`src/rtl/fetch_sequencer_if.sv`:
```
// Bundle of the instruction-memory, redirect and decode-side signals of the
// fetch sequencer. The sequencer connects via the master modport; the memory,
// execute and decode side connects via the slave modport.
interface fetch_sequencer_if;
  logic [15:0] imem_addr;
  logic [15:0] imem_rdata;
  logic        redirect_valid;
  logic [15:0] redirect_target;
  logic        instr_valid;
  logic [15:0] instr_data;
  logic [15:0] instr_pc;
  logic        instr_ready;

  modport master (
    output imem_addr,
    input  imem_rdata,
    input  redirect_valid,
    input  redirect_target,
    output instr_valid,
    output instr_data,
    output instr_pc,
    input  instr_ready
  );

  modport slave (
    input  imem_addr,
    output imem_rdata,
    output redirect_valid,
    output redirect_target,
    input  instr_valid,
    input  instr_data,
    input  instr_pc,
    output instr_ready
  );
endinterface

```
`src/rtl/fetch_sequencer.sv`:
```
// Program counter and fetch controller for a synchronous instruction memory.
// Issues sequential word fetches, tracks the single read in flight, and
// buffers returned words in a 2-entry shift queue drained by decode with
// valid/ready. Redirects flush the queue and the in-flight read.
module fetch_sequencer #(
  parameter logic [15:0] RESET_PC = 16'h0000,
  parameter logic [15:0] PC_STEP  = 16'd2
) (
  input  logic               clk,
  input  logic               rst_n,
  input  logic               run,
  fetch_sequencer_if.master  bus
);

  typedef enum logic [0:0] {
    IDLE  = 1'b0,
    FETCH = 1'b1
  } state_t;

  localparam logic [15:0] START_PC = RESET_PC & 16'hFFFE;

  state_t            state_r;
  state_t            state_s;
  logic [15:0]       fetch_pc_r;
  logic [15:0]       fetch_pc_s;
  logic              inflight_v_r;
  logic [15:0]       inflight_pc_r;

  // Queue slot 0 is the head; slot 1 is only valid while slot 0 is valid.
  logic [1:0]        q_v_r;
  logic [1:0][15:0]  q_data_r;
  logic [1:0][15:0]  q_pc_r;
  logic [1:0]        q_v_s;
  logic [1:0][15:0]  q_data_s;
  logic [1:0][15:0]  q_pc_s;

  // Queue contents after the pop, before the push.
  logic [1:0]        a_v_s;
  logic [1:0][15:0]  a_data_s;
  logic [1:0][15:0]  a_pc_s;

  logic              redirect_s;
  logic              pop_s;
  logic              push_s;
  logic              issue_s;
  logic [1:0]        count_s;
  logic [2:0]        occ_s;
  logic              overflow_s;

  assign redirect_s = bus.redirect_valid;
  assign pop_s      = q_v_r[0] & bus.instr_ready;
  assign count_s    = {1'b0, q_v_r[0]} + {1'b0, q_v_r[1]};
  // Slots that will be committed after this edge: queued + in flight - popped.
  assign occ_s      = {1'b0, count_s} + {2'b00, inflight_v_r} - {2'b00, pop_s};
  assign issue_s    = (state_r == FETCH) & ~redirect_s & (occ_s < 3'd2);
  assign push_s     = inflight_v_r & ~redirect_s;
  assign overflow_s = push_s & (count_s == 2'd2) & ~pop_s;

  // Outputs come straight from registers.
  assign bus.imem_addr   = fetch_pc_r;
  assign bus.instr_valid = q_v_r[0];
  assign bus.instr_data  = q_data_r[0];
  assign bus.instr_pc    = q_pc_r[0];

  // Next-state logic: fetch only while run is high; redirects leave state alone.
  always_comb begin
    state_s = state_r;
    case (state_r)
      IDLE: begin
        if (run) state_s = FETCH;
        else     state_s = IDLE;
      end
      FETCH: begin
        if (!run) state_s = IDLE;
        else      state_s = FETCH;
      end
      default: state_s = IDLE;
    endcase
  end

  // Next fetch address: redirect target wins, else advance on issue, else hold.
  always_comb begin
    fetch_pc_s = fetch_pc_r;
    if (redirect_s)   fetch_pc_s = bus.redirect_target & 16'hFFFE;
    else if (issue_s) fetch_pc_s = fetch_pc_r + PC_STEP;
    else              fetch_pc_s = fetch_pc_r;
  end

  // Pop stage: shift slot 1 into the head; an emptied head keeps its data.
  always_comb begin
    a_v_s    = q_v_r;
    a_data_s = q_data_r;
    a_pc_s   = q_pc_r;
    if (pop_s && q_v_r[1]) begin
      a_v_s       = 2'b01;
      a_data_s[0] = q_data_r[1];
      a_pc_s[0]   = q_pc_r[1];
    end else if (pop_s) begin
      a_v_s = 2'b00;
    end else begin
      a_v_s = q_v_r;
    end
  end

  // Push/flush stage: a redirect empties the queue, otherwise append the return.
  always_comb begin
    q_v_s    = a_v_s;
    q_data_s = a_data_s;
    q_pc_s   = a_pc_s;
    if (redirect_s) begin
      q_v_s = 2'b00;
    end else if (push_s) begin
      if (!a_v_s[0]) begin
        q_v_s[0]    = 1'b1;
        q_data_s[0] = bus.imem_rdata;
        q_pc_s[0]   = inflight_pc_r;
      end else begin
        q_v_s[1]    = 1'b1;
        q_data_s[1] = bus.imem_rdata;
        q_pc_s[1]   = inflight_pc_r;
      end
    end else begin
      q_v_s = a_v_s;
    end
  end

  // FSM state and fetch PC registers.
  always_ff @(posedge clk or negedge rst_n) begin
    if (!rst_n) begin
      state_r    <= IDLE;
      fetch_pc_r <= START_PC;
    end else begin
      state_r    <= state_s;
      fetch_pc_r <= fetch_pc_s;
    end
  end

  // In-flight read tracker: set only by an issue, cleared otherwise.
  always_ff @(posedge clk or negedge rst_n) begin
    if (!rst_n) begin
      inflight_v_r  <= 1'b0;
      inflight_pc_r <= 16'h0000;
    end else begin
      inflight_v_r  <= issue_s;
      inflight_pc_r <= issue_s ? fetch_pc_r : inflight_pc_r;
    end
  end

  // Instruction queue registers.
  always_ff @(posedge clk or negedge rst_n) begin
    if (!rst_n) begin
      q_v_r    <= 2'b00;
      q_data_r <= '0;
      q_pc_r   <= '0;
    end else begin
      q_v_r    <= q_v_s;
      q_data_r <= q_data_s;
      q_pc_r   <= q_pc_s;
    end
  end

  fetch_sequencer_chk u_chk (
    .clk        (clk),
    .rst_n      (rst_n),
    .overflow   (overflow_s),
    .head_valid (q_v_r[0]),
    .head_ready (bus.instr_ready),
    .redirect   (redirect_s),
    .head_data  (q_data_r[0]),
    .head_pc    (q_pc_r[0])
  );

endmodule

// Protocol checks for the fetch queue.
module fetch_sequencer_chk (
  input logic        clk,
  input logic        rst_n,
  input logic        overflow,
  input logic        head_valid,
  input logic        head_ready,
  input logic        redirect,
  input logic [15:0] head_data,
  input logic [15:0] head_pc
);

  a_no_overflow: assert property (@(posedge clk) disable iff (!rst_n) !overflow);

  a_head_stable: assert property (@(posedge clk) disable iff (!rst_n)
    (head_valid && !head_ready && !redirect) |=> ($stable(head_data) && $stable(head_pc)));

endmodule

```
`src/flat_wrapper.sv`:
```
// flat-port wrapper written by rule: the top's interface ports become plain ports
module fetch_sequencer_flat 
#(
  parameter logic [15:0] RESET_PC = 16'h0000,
  parameter logic [15:0] PC_STEP  = 16'd2
)
  (clk, rst_n, run, bus_imem_addr, bus_imem_rdata, bus_redirect_valid, bus_redirect_target, bus_instr_valid, bus_instr_data, bus_instr_pc, bus_instr_ready);
  fetch_sequencer_if bus_i ();
  input  logic clk;
  input  logic rst_n;
  input  logic run;
  output wire logic [$bits(bus_i.imem_addr)-1:0] bus_imem_addr;
  input wire logic [$bits(bus_i.imem_rdata)-1:0] bus_imem_rdata;
  input wire logic [$bits(bus_i.redirect_valid)-1:0] bus_redirect_valid;
  input wire logic [$bits(bus_i.redirect_target)-1:0] bus_redirect_target;
  output wire logic [$bits(bus_i.instr_valid)-1:0] bus_instr_valid;
  output wire logic [$bits(bus_i.instr_data)-1:0] bus_instr_data;
  output wire logic [$bits(bus_i.instr_pc)-1:0] bus_instr_pc;
  input wire logic [$bits(bus_i.instr_ready)-1:0] bus_instr_ready;
  assign bus_imem_addr = bus_i.imem_addr;
  assign bus_i.imem_rdata = bus_imem_rdata;
  assign bus_i.redirect_valid = bus_redirect_valid;
  assign bus_i.redirect_target = bus_redirect_target;
  assign bus_instr_valid = bus_i.instr_valid;
  assign bus_instr_data = bus_i.instr_data;
  assign bus_instr_pc = bus_i.instr_pc;
  assign bus_i.instr_ready = bus_instr_ready;
  fetch_sequencer #(.RESET_PC(RESET_PC), .PC_STEP(PC_STEP)) u_core (.clk(clk), .rst_n(rst_n), .run(run), .bus(bus_i));
endmodule
```
`config.mk`:
```
export PLATFORM = sky130hd
export DESIGN_NAME = fetch_sequencer_flat
export DESIGN_NICKNAME = d
export VERILOG_FILES = /design/src/rtl/fetch_sequencer_if.sv /design/src/rtl/fetch_sequencer.sv /design/src/flat_wrapper.sv
export SDC_FILE = /design/constraint.sdc
export NUM_CORES = 1
export LEC_CHECK = 0
export CORE_ASPECT_RATIO = 0.6
export CORE_MARGIN = 2
export CORE_UTILIZATION = 40
export DETAILED_ROUTE_END_ITERATION = 16
export SYNTH_ARGS = -nofsm -noshare
export SYNTH_HDL_FRONTEND = slang
export SYNTH_SLANG_ARGS = --single-unit
```
`constraint.sdc`:
```
create_clock -name clk -period 3.36 [get_ports clk]
set_input_delay 0.336 -clock clk [delete_from_list [all_inputs] [get_ports clk]]
set_output_delay 0.336 -clock clk [all_outputs]
set_load 0.01 [all_outputs]
```
==> impl_metrics.toml, run 1 <==
[detailed_routing]
dr.pass1.iters = 4
vias_per_cell = 5.26
wl_per_cell_um = 16.4
drcViolationCount = 0
drtIter0Drc = 136
routed_wl_mm = 9.62
routed-via-count = 3080
antenna_left = 0

[cts]
cts_buffers = 9
htree_num_levels = 3
cts_tree = "done"
cts.repair.resized = 0
root_buffer = "clkbuf_16"
cts_sinks = 97
post_cts_buffers = 0
clk_pin_slew_worst_paths_ns = 0.06
clock_latency_ns = 0.34
cts_hold_buf = 0
cts.path.max_buffers = 2

[die]
die_y_um = 84.2
start_util = 0.409
die_x_um = 138
num_rows = 29
boundaryPins = 86
fp.dieArea_sq_um = 11600
core-area_sq_um = 10500

[critical_path]
crit_path_end = "u_core.bus.imem_addr[15]"
crit_required_ns = 3.62
crit_type = "flip-flop to flip-flop"
ff2ff_path_depth = 9
r2r-start = "u_core.q_v_r[0]"
r2r_end = "u_core.bus.imem_addr[15]"
worstPathArrival_ns = 3.04
end_kind = "flip-flop"
cp-start-kind = "flip-flop"
cp_max_fo = 20
cp-startpoint = "u_core.q_v_r[0]"
r2r_slack_ns = 0.58

[synth]
synth.avg_cell_area_sq_um = 11.9
syn_nets = 403
synth_top_area_cell = "dfrtp_1"
syn_inst = 361
yosys_warnings = 0
syn_area_sq_um = 4280
ys_ff_latch = 97
ys_seq_area_frac = 0.567
synthTopCellsByArea = "dfrtp_1 (57%), mux2_2 (12%), mux2i_1 (7.2%)"
yosysTopAreaCellShare = 0.567
synth_cell_types = 36

[sta]
rsz0062_at_grt = "no"
setup-violations-final = 0
min_period_over_period = 0.827
max_freq_ghz = 0.360
worst_pin_slew_ns = 0.704
setup_slack_ns = 0.580
slew_headroom = 0.531
fin_skew_ns = 0.00649
setup_tns_ns = 0
finalHoldViolations = 0
finalCriticalPeriod_ns = 2.78
drv_slew = 0

[grt]
grt_pass1_wl_mm = 16.2
overflow = 0
grt_start_max_net_pins = 64
track_usage = 0.182
grt_pass1_vias = 3244
antenna_found_initial = 0

[finish]
fillCellCount = 896
regArea_sq_um = 2430
layout-drive-gt1-share = 0.166
multi_input_area_sq_um = 1750
num_antenna_cells = 0
nets = 485
area_growth_pct = 30.2

[power]
seqPwrFrac = 0.473
p_comb_frac = 0.201
peakVddDrop_mv = 0.276
sw_frac_of_total = 0.257
p_sw_uw = 851
p_leak_uw = 0.00229
clock_power_share = 0.326
intPower_uw = 2470
power-per-cell-area_nw_per_um2 = 595

[placed_design]
pre_cts_ws_ns = 0.391
place.port_buffers = 83
place.gp.congestion = 0.739
hpwl_mm = 6.34

[status]
status = "finished, final reports clean"

[run]
maxCapViolCount = 0

[hold_path]
hold_path_class = "primary input to asynchronous set/reset pin"
## critical path, cell delays in order, from the launching register on
cell and delay (ns):
dfrtp_1 0.49, nand2_1 0.15, inv_1 0.07, ha_1 0.27, inv_1 0.04, ha_1 0.27
a21oi_2 0.27, mux2_4 0.43, or4_1 0.53, a31oi_1 0.17
## power groups by stage
| stage | registers, uW | logic, uW | clock network, uW |
|---|---|---|---|
| global placement | 1580 | 656 | 0 |
| detailed placement | 1590 | 676 | 0 |
| finish | 1570 | 668 | 1080 |
| global route | 1600 | 737 | 1170 |
| CTS | 1570 | 680 | 1110 |
| floorplan | 1590 | 267 | 0 |
## cell families (layout without fill, tap and decap cells)
group | count (synthesis) | count (layout) | share of synthesized area
AOI/OAI and AO/OA | 62 | 62 | 0.0835
and+or+nand+nor | 89 | 89 | 0.103
adders and majority gates | 5 | 5 | 0.0146
xor gates and xnor gates | 2 | 2 | 0.00584
DFF | 97 | 97 | 0.567
muxes | 78 | 78 | 0.197
buffers and inverters | 27 | 113 | 0.0283
other | 1 | 1 | 0.000875
## state kept, by name, summed over array words and instances (netlist names)
| signal | cells |
|---|---|
| u_core.a_data_s | 16 |
| u_core.bus.instr_data | 16 |
| u_core.q_v_r | 2 |
| u_core.inflight_v_r | 1 |
| u_core.bus.imem_addr | 15 |
| u_core.inflight_pc_r | 15 |
| u_core.bus.instr_pc | 16 |
| u_core.state_r | 1 |
| u_core.a_pc_s | 15 |
## layout by cell type (no fill, tap or decap), drive strengths merged, types with 2 or more instances in the layout
cell and count:
a21oi 3, a31oi 11, buf 9, bufinv 2, clkbuf 12, clkdlybuf4s50 82
clkinv 2, dfrtp 97, ha 5, inv 6, mux2 47, mux2i 31
nand2 39, nand2b 3, nand3 12, nand4 3, nor2 12, nor3 2
o211ai 3, o21ai 36, o31ai 8, or3 2, or4 11
## worst min-delay path by stage
stage | startpoint | endpoint | cells after the start
global route | rst_n | u_core.bus.imem_addr[12] | 1
global placement | rst_n | u_core.bus.imem_addr[12] | 1
finish | rst_n | u_core.bus.imem_addr[11] | 1
floorplan | rst_n | u_core.a_data_s[16] | 0
CTS | rst_n | u_core.bus.imem_addr[12] | 1
detailed placement | rst_n | u_core.bus.imem_addr[12] | 1
## cell type report
class / count / share of cell area
clock inverters: 3 / 0.0117
inverters: 7 / 0.00471
repair buffers: 91 / 0.159
well taps: 139 / 0.0312
multi-input cells: 237 / 0.314
flip-flops and latches: 97 / 0.435
clock buffers: 12 / 0.0442
## Yosys cell counts
library cell / number
xnor2_2: 1
nor2b_1: 1
dfrtp_1: 97
a22oi_1: 1
and3_1: 1
xor2_1: 1
conb_1: 1
ha_1: 5
nand4_1: 3
mux2_2: 46
o211ai_1: 3
buf_1: 1
buf_6: 1
a31oi_1: 11
nor2_1: 12
buf_2: 4
mux2i_1: 31
nor3_1: 1
and4_1: 1
o21ai_0: 36
nand2_1: 39
nor3b_1: 1
mux2_4: 1
nand2b_1: 3
nor3_4: 1
a21oi_1: 2
nand4b_1: 1
or4_1: 11
clkinv_1: 1
inv_1: 6
nand3_1: 12
buf_4: 2
a21oi_2: 1
or3_1: 2
clkbuf_1: 12
o31ai_1: 8
## stage by stage
stage,cells,cell area [sq um],utilization,power [uW],hold slack (ns)
3_3_place_gp,571,5270,0.502,2230,0.425
6_report,586,5580,0.532,3320,0.0322
3_5_place_dp,571,5270,0.502,2260,0.438
2_1_floorplan,361,4280,-,1860,0.0404
4_1_cts,586,5580,0.532,3360,0.0667
5_1_grt,586,5580,0.532,3500,0.108
## layer usage
layer	track usage	part of all wire	vias up
met3	0.0507	0.057	11
met5	0	0	-
met4	0.0506	0.0092	0
li1	-	-	1460
met1	0.258	0.48	1532
met2	0.276	0.45	77
Note: power is estimated with default switching activity, not from simulation.
==> inputs of run 2 (changes only) <==
Clock period 3.36 ns to 2.85 ns, I/O delays scaled along.
==> impl_metrics.toml, run 2 (synthesized netlist as in run 1, its figures left out) <==
[power]
power-per-cell-area_nw_per_um2 = 700
peakVddDrop_mv = 0.381
p_leak_uw = 0.00233

[detailed_routing]
routed_wl_mm = 9.37
dr.pass1.iters = 4
drcViolationCount = 0
routed-via-count = 3091
vias_per_cell = 5.26
antenna_left = 0
drtIter0Drc = 172
wl_per_cell_um = 15.9

[grt]
overflow = 0
grt_start_max_net_pins = 59
grt_pass1_vias = 3032
antenna_found_initial = 0
grt_pass1_wl_mm = 15.3
track_usage = 0.171

[finish]
num_antenna_cells = 0
nets = 487
layout-drive-gt1-share = 0.169
mostFrequentLayoutCells = "dfrtp_1 (97), clkdlybuf4s50_1 (82), mux2_2 (46), nand2_1 (39), o21ai_0 (36)"
area_growth_pct = 32.2
final_core_util = 0.540
final_common_cell = "dfrtp_1"

[sta]
setup-violations-final = 0
setup_tns_ns = 0
drv_slew = 0
max_freq_ghz = 0.403
rsz0062_at_grt = "no"
worst_pin_slew_ns = 0.595
slew_headroom = 0.602
finalCriticalPeriod_ns = 2.48
finalHoldViolations = 0
min_period_over_period = 0.872
fin_skew_ns = 0.00663

[critical_path]
end_kind = "flip-flop"
crit_required_ns = 3.11
crit_type = "flip-flop to flip-flop"
worstPathArrival_ns = 2.74
cp-start-kind = "flip-flop"
cp_max_fo = 20

[die]
core-area_sq_um = 10500
boundaryPins = 86
die_x_um = 138
start_util = 0.409
fp.dieArea_sq_um = 11600
num_rows = 29
die_y_um = 84.2

[cts]
cts_tree = "done"
cts_buffers = 9
htree_num_levels = 3
cts_sinks = 97
cts.path.max_buffers = 2
root_buffer = "clkbuf_16"
clock_latency_ns = 0.34
clk_pin_slew_worst_paths_ns = 0.06

[run]
maxCapViolCount = 0

[status]
status = "finished, final reports clean"

[placed_design]
place.gp.congestion = 0.777
place.port_buffers = 83
hpwl_mm = 6.16

[hold_path]
hold_path_class = "primary input to flip-flop"
==> run 2: final cells by class <==
cell class                 instances  area (sq um)
inverter                           7          26.3
timing repair buffer              93           956
clock inverter                     2          60.1
tap                              139           174
clock buffer                      13           270
fill                             880          4820
sequential                        97          2430
multi-input combinational        237          1750
==> run 2: critical path, cell delays in order (launching register included) <==
cell     delay (ns)
dfrtp_1        0.38
nand2_1        0.09
inv_1          0.07
ha_1           0.27
inv_1          0.04
ha_1           0.28
a21oi_2        0.17
mux2_4         0.41
or4_1          0.51
a31oi_1        0.18
==> run 2: repair_timing <==
action,CTS,global route
hold endpoints to repair,39,0
gates resized for setup,0,0
hold buffers,1,0
setup buffers,0,0
==> run 2: path summary, 6_finish.rpt <==
kind / slack [ns] / to / startpoint / cells past startpoint
hold / removal: 0.39 / u_core.state_r / run / 1
setup reg to reg: 0.37 / u_core.bus.imem_addr[13] / u_core.q_v_r[0] / 9
setup / recovery: 0.37 / u_core.bus.imem_addr[13] / u_core.q_v_r[0] / 9
min in group asynchronous: 0.47 / u_core.bus.imem_addr[11] / rst_n / 2
max in group asynchronous: 1.68 / u_core.inflight_pc_r[1] / rst_n / 3
hold reg to reg: 0.50 / u_core.a_data_s[16] / u_core.a_data_s[16] / 1
==> run 2: power breakdown <==
| group | switching (uW) | internal, uW |
|---|---|---|
| clock | 489 | 836 |
| sequential | 193 | 1650 |
| combinational | 321 | 479 |
==> run 2: metrics by stage <==
| stage | area (sq um) | hold slack (ns) | instances | setup WS (ns) | power (uW) |
|---|---|---|---|---|---|
| 3_5_place_dp | 5320 | 0.301 | 572 | 0.0344 | 2670 |
| 3_3_place_gp | 5320 | 0.291 | 572 | 0.0887 | 2640 |
| 2_1_floorplan | 4280 | -0.0106 | 361 | 0.265 | 2190 |
| 6_report | 5660 | 0.389 | 588 | 0.366 | 3970 |
| 5_1_grt | 5660 | 0.383 | 588 | 0.204 | 4180 |
| 4_1_cts | 5660 | 0.379 | 588 | 0.371 | 4020 |
==> run 2: layer usage <==
layer / up-vias / global-route usage / wire (um)
met5: - / 0 / 0
met4: 0 / 0.0394 / 68
met3: 9 / 0.0586 / 628
met2: 103 / 0.255 / 4190
met1: 1514 / 0.242 / 4480
li1: 1465 / - / -
